<file path="src/rtl/shapool_reporter.sv">
// shapool_reporter: consumer end of the shapool result interface.
// Captures a pool success, rebuilds the true winning nonce (pipeline
// offset, unit index bits, nonce_start_MSB XOR) and streams it to the
// host transmitter as a byte frame on a valid/ready interface.
// Frame: A5, result[31:24], result[23:16], result[15:8], result[7:0],
//        match_flags [, checksum].
// Optional feature macro: SHAPOOL_REPORTER_CHECKSUM_EN appends a byte
// holding the XOR of the six preceding frame bytes.
module shapool_reporter #(
    parameter int POOL_SIZE      = 2,
    parameter int POOL_SIZE_LOG2 = 1,
    parameter int NONCE_OFFSET   = 2
) (
    input  logic        i_clk,
    input  logic        i_reset_n,
    input  logic        i_enable,
    input  logic [7:0]  i_nonce_start_MSB,
    input  logic        i_success,
    input  logic [31:0] i_nonce,
    input  logic [7:0]  i_match_flags,
    output logic [7:0]  o_tx_data,
    output logic        o_tx_valid,
    input  logic        i_tx_ready,
    output logic        o_busy,
    output logic        o_halt,
    output logic [7:0]  o_dropped
);
    localparam int L    = POOL_SIZE_LOG2;
    localparam int LO_W = 32 - L;
    localparam logic [7:0] SOF = 8'hA5;
`ifdef SHAPOOL_REPORTER_CHECKSUM_EN
    localparam logic [2:0] LAST_IDX = 3'd6;
`else
    localparam logic [2:0] LAST_IDX = 3'd5;
`endif

    typedef enum logic [1:0] {S_IDLE, S_FIX, S_SEND} state_t;
    state_t r_state, w_next_state;

    // capture registers
    logic [LO_W-1:0] r_lo_in;
    logic [7:0]      r_flags;
    logic [7:0]      r_msb;
    logic [31:0]     r_result;

    // transmit side
    logic [2:0]      r_byte_idx;
    logic [7:0]      r_tx_data;
    logic            r_tx_valid;
    logic            r_busy;
    logic            r_halt;
    logic [7:0]      r_dropped;

    logic            w_hit;
    logic            w_flags_ok;
    logic            w_capture;
    logic            w_drop;
    logic            w_xfer;
    logic            w_last;
    logic [LO_W-1:0] w_lo_raw;
    logic [LO_W-1:0] w_lo;
    logic [L-1:0]    w_idx;
    logic [31:0]     w_result;
    logic [7:0]      w_next_byte;
    logic            w_unused_nonce_hi;

    // the pool drives zeros into the top L nonce bits; they carry nothing
    assign w_unused_nonce_hi = ^i_nonce[31:LO_W];

    assign w_hit      = i_enable & i_success;
    assign w_flags_ok = |i_match_flags[POOL_SIZE-1:0];
    assign w_capture  = w_hit & w_flags_ok & (r_state == S_IDLE);
    // a success that cannot be reported: flagless, or arriving mid-frame
    assign w_drop     = w_hit & (~w_flags_ok | (r_state != S_IDLE));
    assign w_xfer     = r_tx_valid & i_tx_ready;
    assign w_last     = (r_byte_idx == LAST_IDX);

    // counter has run NONCE_OFFSET past the match; undo it (wraps mod 2^LO_W)
    assign w_lo_raw = r_lo_in - LO_W'(NONCE_OFFSET);
    assign w_lo     = {w_lo_raw[LO_W-1 -: 8] ^ r_msb, w_lo_raw[LO_W-9:0]};
    assign w_result = {w_idx, w_lo};

    // index of the lowest matching pipeline (priority to bit 0)
    always_comb begin
        w_idx = '0;
        for (int i = POOL_SIZE - 1; i >= 0; i--) begin
            if (r_flags[i]) w_idx = L'(i);
        end
    end

`ifdef SHAPOOL_REPORTER_CHECKSUM_EN
    logic [7:0] w_csum;
    assign w_csum = SOF ^ r_result[31:24] ^ r_result[23:16]
                  ^ r_result[15:8] ^ r_result[7:0] ^ r_flags;
`endif

    // byte that follows the one currently presented
    always_comb begin
        w_next_byte = 8'h00;
        case (r_byte_idx)
            3'd0: w_next_byte = r_result[31:24];
            3'd1: w_next_byte = r_result[23:16];
            3'd2: w_next_byte = r_result[15:8];
            3'd3: w_next_byte = r_result[7:0];
            3'd4: w_next_byte = r_flags;
`ifdef SHAPOOL_REPORTER_CHECKSUM_EN
            3'd5: w_next_byte = w_csum;
`endif
            default: w_next_byte = 8'h00;
        endcase
    end

    // state register
    always_ff @(posedge i_clk or negedge i_reset_n) begin
        if (!i_reset_n) r_state <= S_IDLE;
        else            r_state <= w_next_state;
    end

    // next-state logic: IDLE -> FIX (one cycle) -> SEND -> IDLE
    always_comb begin
        w_next_state = r_state;
        case (r_state)
            S_IDLE:  if (w_capture) w_next_state = S_FIX;
            S_FIX:   w_next_state = S_SEND;
            S_SEND:  if (w_xfer && w_last) w_next_state = S_IDLE;
            default: w_next_state = S_IDLE;
        endcase
    end

    // capture, nonce fix-up and byte sequencing
    always_ff @(posedge i_clk or negedge i_reset_n) begin
        if (!i_reset_n) begin
            r_lo_in    <= '0;
            r_flags    <= '0;
            r_msb      <= '0;
            r_result   <= '0;
            r_byte_idx <= '0;
            r_tx_data  <= '0;
            r_tx_valid <= 1'b0;
            r_busy     <= 1'b0;
            r_halt     <= 1'b0;
        end else begin
            case (r_state)
                S_IDLE: begin
                    if (w_capture) begin
                        r_lo_in <= i_nonce[LO_W-1:0];
                        r_flags <= i_match_flags;
                        r_msb   <= i_nonce_start_MSB;
                        r_busy  <= 1'b1;
                        r_halt  <= 1'b1;
                    end
                end
                S_FIX: begin
                    r_result   <= w_result;
                    r_byte_idx <= '0;
                    r_tx_data  <= SOF;
                    r_tx_valid <= 1'b1;
                end
                S_SEND: begin
                    if (w_xfer) begin
                        if (w_last) begin
                            r_tx_valid <= 1'b0;
                            r_busy     <= 1'b0;
                            r_halt     <= 1'b0;
                        end else begin
                            r_byte_idx <= r_byte_idx + 3'd1;
                            r_tx_data  <= w_next_byte;
                        end
                    end
                end
                default: ;
            endcase
        end
    end

    // saturating lost-result counter, cleared only by reset
    always_ff @(posedge i_clk or negedge i_reset_n) begin
        if (!i_reset_n)                        r_dropped <= '0;
        else if (w_drop && r_dropped != 8'hFF) r_dropped <= r_dropped + 8'd1;
    end

    assign o_tx_data  = r_tx_data;
    assign o_tx_valid = r_tx_valid;
    assign o_busy     = r_busy;
    assign o_halt     = r_halt;
    assign o_dropped  = r_dropped;

endmodule

</file>
<file path="config.mk">
export PLATFORM = sky130hd
export DESIGN_NAME = shapool_reporter
export DESIGN_NICKNAME = d
export VERILOG_FILES = /design/src/rtl/shapool_reporter.sv
export SDC_FILE = /design/constraint.sdc
export NUM_CORES = 1
export LEC_CHECK = 0
export ABC_AREA = 1
export BUFFER_PORTS_ARGS = -buffer_cell sky130_fd_sc_hd__buf_4
export CAP_MARGIN = 0
export CORE_MARGIN = 2
export CORE_UTILIZATION = 60
export CTS_CLUSTER_SIZE = 30
export DETAILED_ROUTE_END_ITERATION = 16
export PLACE_DENSITY = 0.91
export SETUP_SLACK_MARGIN = 0.15
export SLEW_MARGIN = 0
export SYNTH_ARGS = -nofsm -noshare
export SYNTH_HDL_FRONTEND = slang
export SYNTH_SLANG_ARGS = --single-unit
</file>
<file path="constraint.sdc">
create_clock -name i_clk -period 2.5 [get_ports i_clk]
set_clock_uncertainty 0.1 [all_clocks]
set_input_delay 0.125 -clock i_clk [delete_from_list [all_inputs] [get_ports i_clk]]
set_output_delay 0.125 -clock i_clk [all_outputs]
set_load 0.1 [all_outputs]
</file>
# == Word-level counts from Yosys, hierarchy flattened ==
# Index checks and enable logic that the tools add are counted.
# word_totals
reg_bits,102
latch_bits,0
ramBits,0
romBits,0
in_bits,53
wordCells,64
n_memories,0
# op_classes
n_addsub,3
mul,0
div,0
order_cmp,0
eq_ne,13
n_shift,0
n_mux,17
n_bitwise,8
reduce_logical,13
# ops
operator,count
8-bit case mux with 5 select lines,1
"31-bit by 2-bit subtractor with 31-bit output, second input constant",1
8-bit 2-to-1 mux,2
8-bit case mux with 2 select lines,1
"2-bit != test, second input constant",5
"8-bit by 1-bit adder with 8-bit output, second input constant",1
"8-bit != test, second input constant",1
8-bit bitwise XOR,1
"3-bit by 2-bit equality test with 1-bit output, second input constant",2
"3-bit equality test, second input constant",2
3-bit 2-to-1 mux,2
2-bit case mux with 3 select lines,1
3-bit case mux with 2 select lines,1
3-bit AND reduction,2
2-bit nonzero test,3
1-bit AND,5
1-bit 2-to-1 mux,5
2-bit 2-to-1 mux,2
1-bit case mux with 2 select lines,2
2-bit AND reduction,2
4-bit AND reduction,1
"3-bit by 1-bit adder with 3-bit output, second input constant",1
"3-bit by 1-bit equality test with 1-bit output, second input constant",1
3-bit logical NOT,1
7 further kinds,8

# == Depth between registers and ports, before layout ==
# logic_depth
depth_word,5
depth_mapped,11

# == Worst setup path after synthesis ==
# No wires, ideal clock.
# synth_timing
kind,flip-flop to flip-flop
start,"register r_dropped[1], in the netlist o_dropped[1]"
end,"register r_dropped[5], in the netlist o_dropped[5]"
setup_time_ns,0.126
t_arrival_ns,2.056
required_time_ns,2.274
path_slack_ns,0.218
stages_incl_launch_ff,9
period_less_slack_ns,2.282
path_cell_list,dfrtp_1 > ha_1 > nand3_1 > nor3_2 > nand3_1 > nand2_2 > inv_2 > nand2_1 > o21ai_1
# synth_via
elab_chain_len,2
# synth_rtl
element,line_no,source
start: declaration,52,logic [7:0] r_dropped;
start signal: assignment,179,else if (w_drop && r_dropped != 8'hFF) r_dropped <= r_dropped + 8'd1;
branches (longest 2 deep; another with 8-bit by 1-bit adder with 8-bit output),n/a,
# Parallel ways; which one is timed is not known.
# A chain may end at the register's enable or synchronous reset.

# == Worst setup path in the final report ==
# layout_timing
start,register r_byte_idx[1]
end,"register r_tx_data[1], in the netlist o_tx_data[1]"
# layout_via
elab_chain_len,5
# layout_rtl
element,line_no,source
start: declaration,47,logic [2:0] r_byte_idx;
start signal: assignment,166,r_byte_idx <= r_byte_idx + 3'd1;
"3-bit equality test, or another cell as far along",100,case (r_byte_idx)
8-bit case mux with 5 select lines,100,
8-bit 2-to-1 mux,161,if (w_last) begin
8-bit 2-to-1 mux,160,if (w_xfer) begin
8-bit case mux with 2 select lines,143,case (r_state)
end signal: assignment,167,r_tx_data <= w_next_byte;
end: declaration,48,logic [7:0] r_tx_data;
# Several ways; a longest one is shown, not always the timed one. The select of a mux whose other input is x is not followed.

==> flow_summary_export.csv <==
group,metric,value,unit
sta,finalSetupViolations,0,
placement,io_buffers,70,
yosys,ys_seq_area_share,49.1,%
global_route,grt-ovfl-total,0,
sta,rsz0062_at_grt,"no",
layout,ff_latch_area,2550,sq um
worst_setup_path,start_kind,"flip-flop",
floorplanning,die_x,97.1,um
yosys,synth_cells,680,
sta,finalCriticalPeriod,2.06,ns
global_route,grt_max_degree,103,
yosys,syn_area,5190,sq um
pwr,p_sw,3.00,mW
yosys,yosysUniqueCellTypes,33,
floorplanning,die_area,9420,sq um
worst_setup_path,worst_path_largest_cell_delay,0.54,ns
sta,fin_tns_setup,0,ns
job,max_cap_viol_count,0,
clock_network,h-tree-depth,3,
floorplanning,start_util,62.6,%
worst_setup_path,crit_required,2.73,ns
sta,max-slew-margin-rel,52.9,%
worst_hold_path,hold_path.class,"in -> reg",
yosys,synth_top_cell_by_area,"dfrtp_1",
layout,diodes,0,
floorplanning,coreArea,8300,sq um
worst_setup_path,path_buf_inv,2,
yosys,synth.area.top_cells,"dfrtp_1 49%, nand2_1 18%, inv_1 4.8%",
clock_network,post-cts-setup-buffers,0,
yosys,synth.most_common_cell,"nand2_1",
clock_network,cts_tree,"done",
worst_setup_path,worstRegToRegCells,10,
layout,final.fill_count,552,
worst_setup_path,endpoint_kind,"flip-flop",
route,drc,0,
worst_setup_path,critPathMaxFanout,8,
route,vias,4984,
worst_setup_path,worst-setup-path-type,"reg -> reg",
clock_network,clock_path_buffers,2,
sta,drv_slew,0,
pwr,seqPwrFrac,42.0,%
sta,worst_pin_slew,0.704,ns
pwr,p_leak,3.24,nW
yosys,synth_warnings,0,
sta,hold_ws,0.151,ns
worst_setup_path,worst_path_dominant_cell_family,"simple AND/OR/NAND/NOR gates",
clock_network,insertion_delay,0.39,ns
layout,drive_above_1_share,13.6,%
yosys,synth_flop_cell,"dfrtp_1",
placement,place.gp.congestion,0.947,
pwr,p_per_area,973,nW/um^2
worst_setup_path,cpMaxStageDelayCell,"nor2_1",
global_route,antenna_found_initial,0,
placement,placed_area,5800,sq um
sta,hold_viol_final,0,
yosys,ys_async_sr_fraction,100,%
pwr,combinationalPowerShare,41.3,%
worst_hold_path,hold_depth,5,
global_route,grt_first_pass_wirelength,23.0,mm
layout,final_area,6490,sq um
route,wl_per_cell,15.2,um
yosys,synth-seq-cells,102,
layout,multi_input_area,2270,sq um
route,drt_first_pass_iters,6,
route,vias_per_cell,5.51,
pwr,p_int,3.32,mW
layout,nets,854,
yosys,synth.avg_cell_area,7.64,sq um
route,antenna_left,0,
sta,finalCritPeriodShare,82.4,%
yosys,yosysTopAreaCellShare,49.1,%
worst_setup_path,cp_common_cell,"nand2_1",
pwr,sw_frac_of_total,47.5,%
floorplanning,dieHeight,97.1,um
worst_setup_path,crit_path_cell_trace,"inv_1 > ha_1 > inv_1 > nor2_1 > nand2_1 > nand2_1 > a21oi_1 > nand3_1 > nand3_1 > nand2_1",
pwr,clockPowerShare,16.7,%
route,first_iter_violations,277,
global_route,grtUsageTotal,30.6,%
sta,max_freq,0.486,GHz
placement,place_hpwl,9.09,mm
layout,area_growth,25.0,%
floorplanning,io_pins,72,
floorplanning,num_rows,33,
yosys,synthTopCellsByCount,"246 x nand2_1, 102 x dfrtp_1, 66 x inv_1, 66 x nor2_1, 43 x o21ai_0",
clock_network,clkSinkCount,102,
yosys,synth_fp_nets,740,
pwr,peakVddDrop,1090,uV
global_route,grt_pass1_vias,4866,
clock_network,cts_root_buf,"clkbuf_8",
clock_network,cts_made_buffers,9,
yosys,synth-edff-count,0,
worst_setup_path,cp.arrival,2.28,ns
run_status,status,"complete, no violations",
worst_setup_path,cp_num_cells,10,
route,totalWireLength,13.8,mm
clock_network,path_clk_slew,0.12,ns
==> cell usage in the layout (no fill, tap or decap), types with 2 or more instances in the layout <==
cell and instances:
nand2_1 246, dfrtp_1 102, buf_4 72, inv_1 66
nor2_1 66, dlygate4sd3_1 49, o21ai_0 43, nand3_1 39
xor2_1 19, o21ai_1 14, a21oi_1 9, clkbuf_8 9
nand4_1 8, a31oi_1 7, ha_1 7, inv_2 5
nor2_4 4, o22ai_1 3, nor3_1 3, xnor2_1 3
o21bai_1 3, inv_6 3, nand2_2 2, nor2_2 2
inv_8 2, buf_12 2
==> what timing repair did <==
action | in CTS | in global routing
hold buffers | 49 | 0
endpoints found under the hold margin | 151 | 0
gates resized for setup | 0 | 0
==> power by group through the flow <==
stage,Combinational (mW),Clock [mW],Sequential [mW]
after global placement,2.42,0,2.64
after CTS,2.58,1.06,2.64
after floorplan,1.16,0,3.30
after global routing,2.82,1.14,2.71
final,2.61,1.05,2.66
after detailed placement,2.50,0,2.67
==> sequential cells by signal, summed over array words and instances, names as in the netlist <==
register    cells
r_result       32
r_lo_in        31
o_dropped       8
o_tx_data       8
r_flags         8
r_msb           8
r_byte_idx      3
r_state         2
o_halt          1
o_tx_valid      1
==> logic make-up after synthesis <==
group                      after synthesis  synth area share [%]
DFF                                    102                  49.1
and+or+nand+nor                        374                  29.5
AOI/OAI and AO/OA                       84                  8.84
xor gates and xnor gates                22                  3.71
buffers and inverters                   91                  7.11
adders and majority gates                7                  1.69
==> per-layer routing <==
layer,global-route usage [%],share of wire (%),vias up
met5,0,0,-
met4,9.64,3.1,0
met3,6.47,6.5,47
met2,51.5,49,218
met1,40.0,41,2353
li1,-,-,2366
==> worst paths after layout <==
check,slack [ns],startpoint,endpoint
worst max-delay path,0.44,r_byte_idx[1],o_tx_data[1]
worst min-delay path,0.15,i_enable,o_dropped[0]
worst max register to register,0.44,r_byte_idx[1],o_tx_data[1]
worst min register to register,0.38,r_lo_in[1],r_result[1]
max in group asynchronous,1.66,i_reset_n,r_result[23]
min in group asynchronous,0.24,i_reset_n,r_lo_in[8]
==> cell type report <==
type,count,share of cell area [%]
clock buffers,9,1.91
clock inverters,7,1.14
inverters,71,4.10
multi-input cells,487,35.0
flip-flops and latches,102,39.3
well taps,105,2.02
repair buffers,123,16.5
==> tightest hold or removal path, stage by stage <==
cell     delay [ns]
buf_4          0.10
nand2_1        0.08
a21oi_1        0.06
nand2_2        0.16
xor2_1         0.08
==> stage by stage <==
stage | instances | util, % | power, mW | worst slack [ns]
final | 904 | 78.2 | 6.32 | 0.441
after global routing | 904 | 78.2 | 6.68 | 0.359
after CTS | 904 | 78.2 | 6.27 | 0.512
after detailed placement | 839 | 69.9 | 5.17 | 0.572
after global placement | 839 | 69.9 | 5.07 | 0.642
after floorplan | 680 | - | 4.46 | 0.218
No activity file was read; power rests on OpenSTA's default activity.
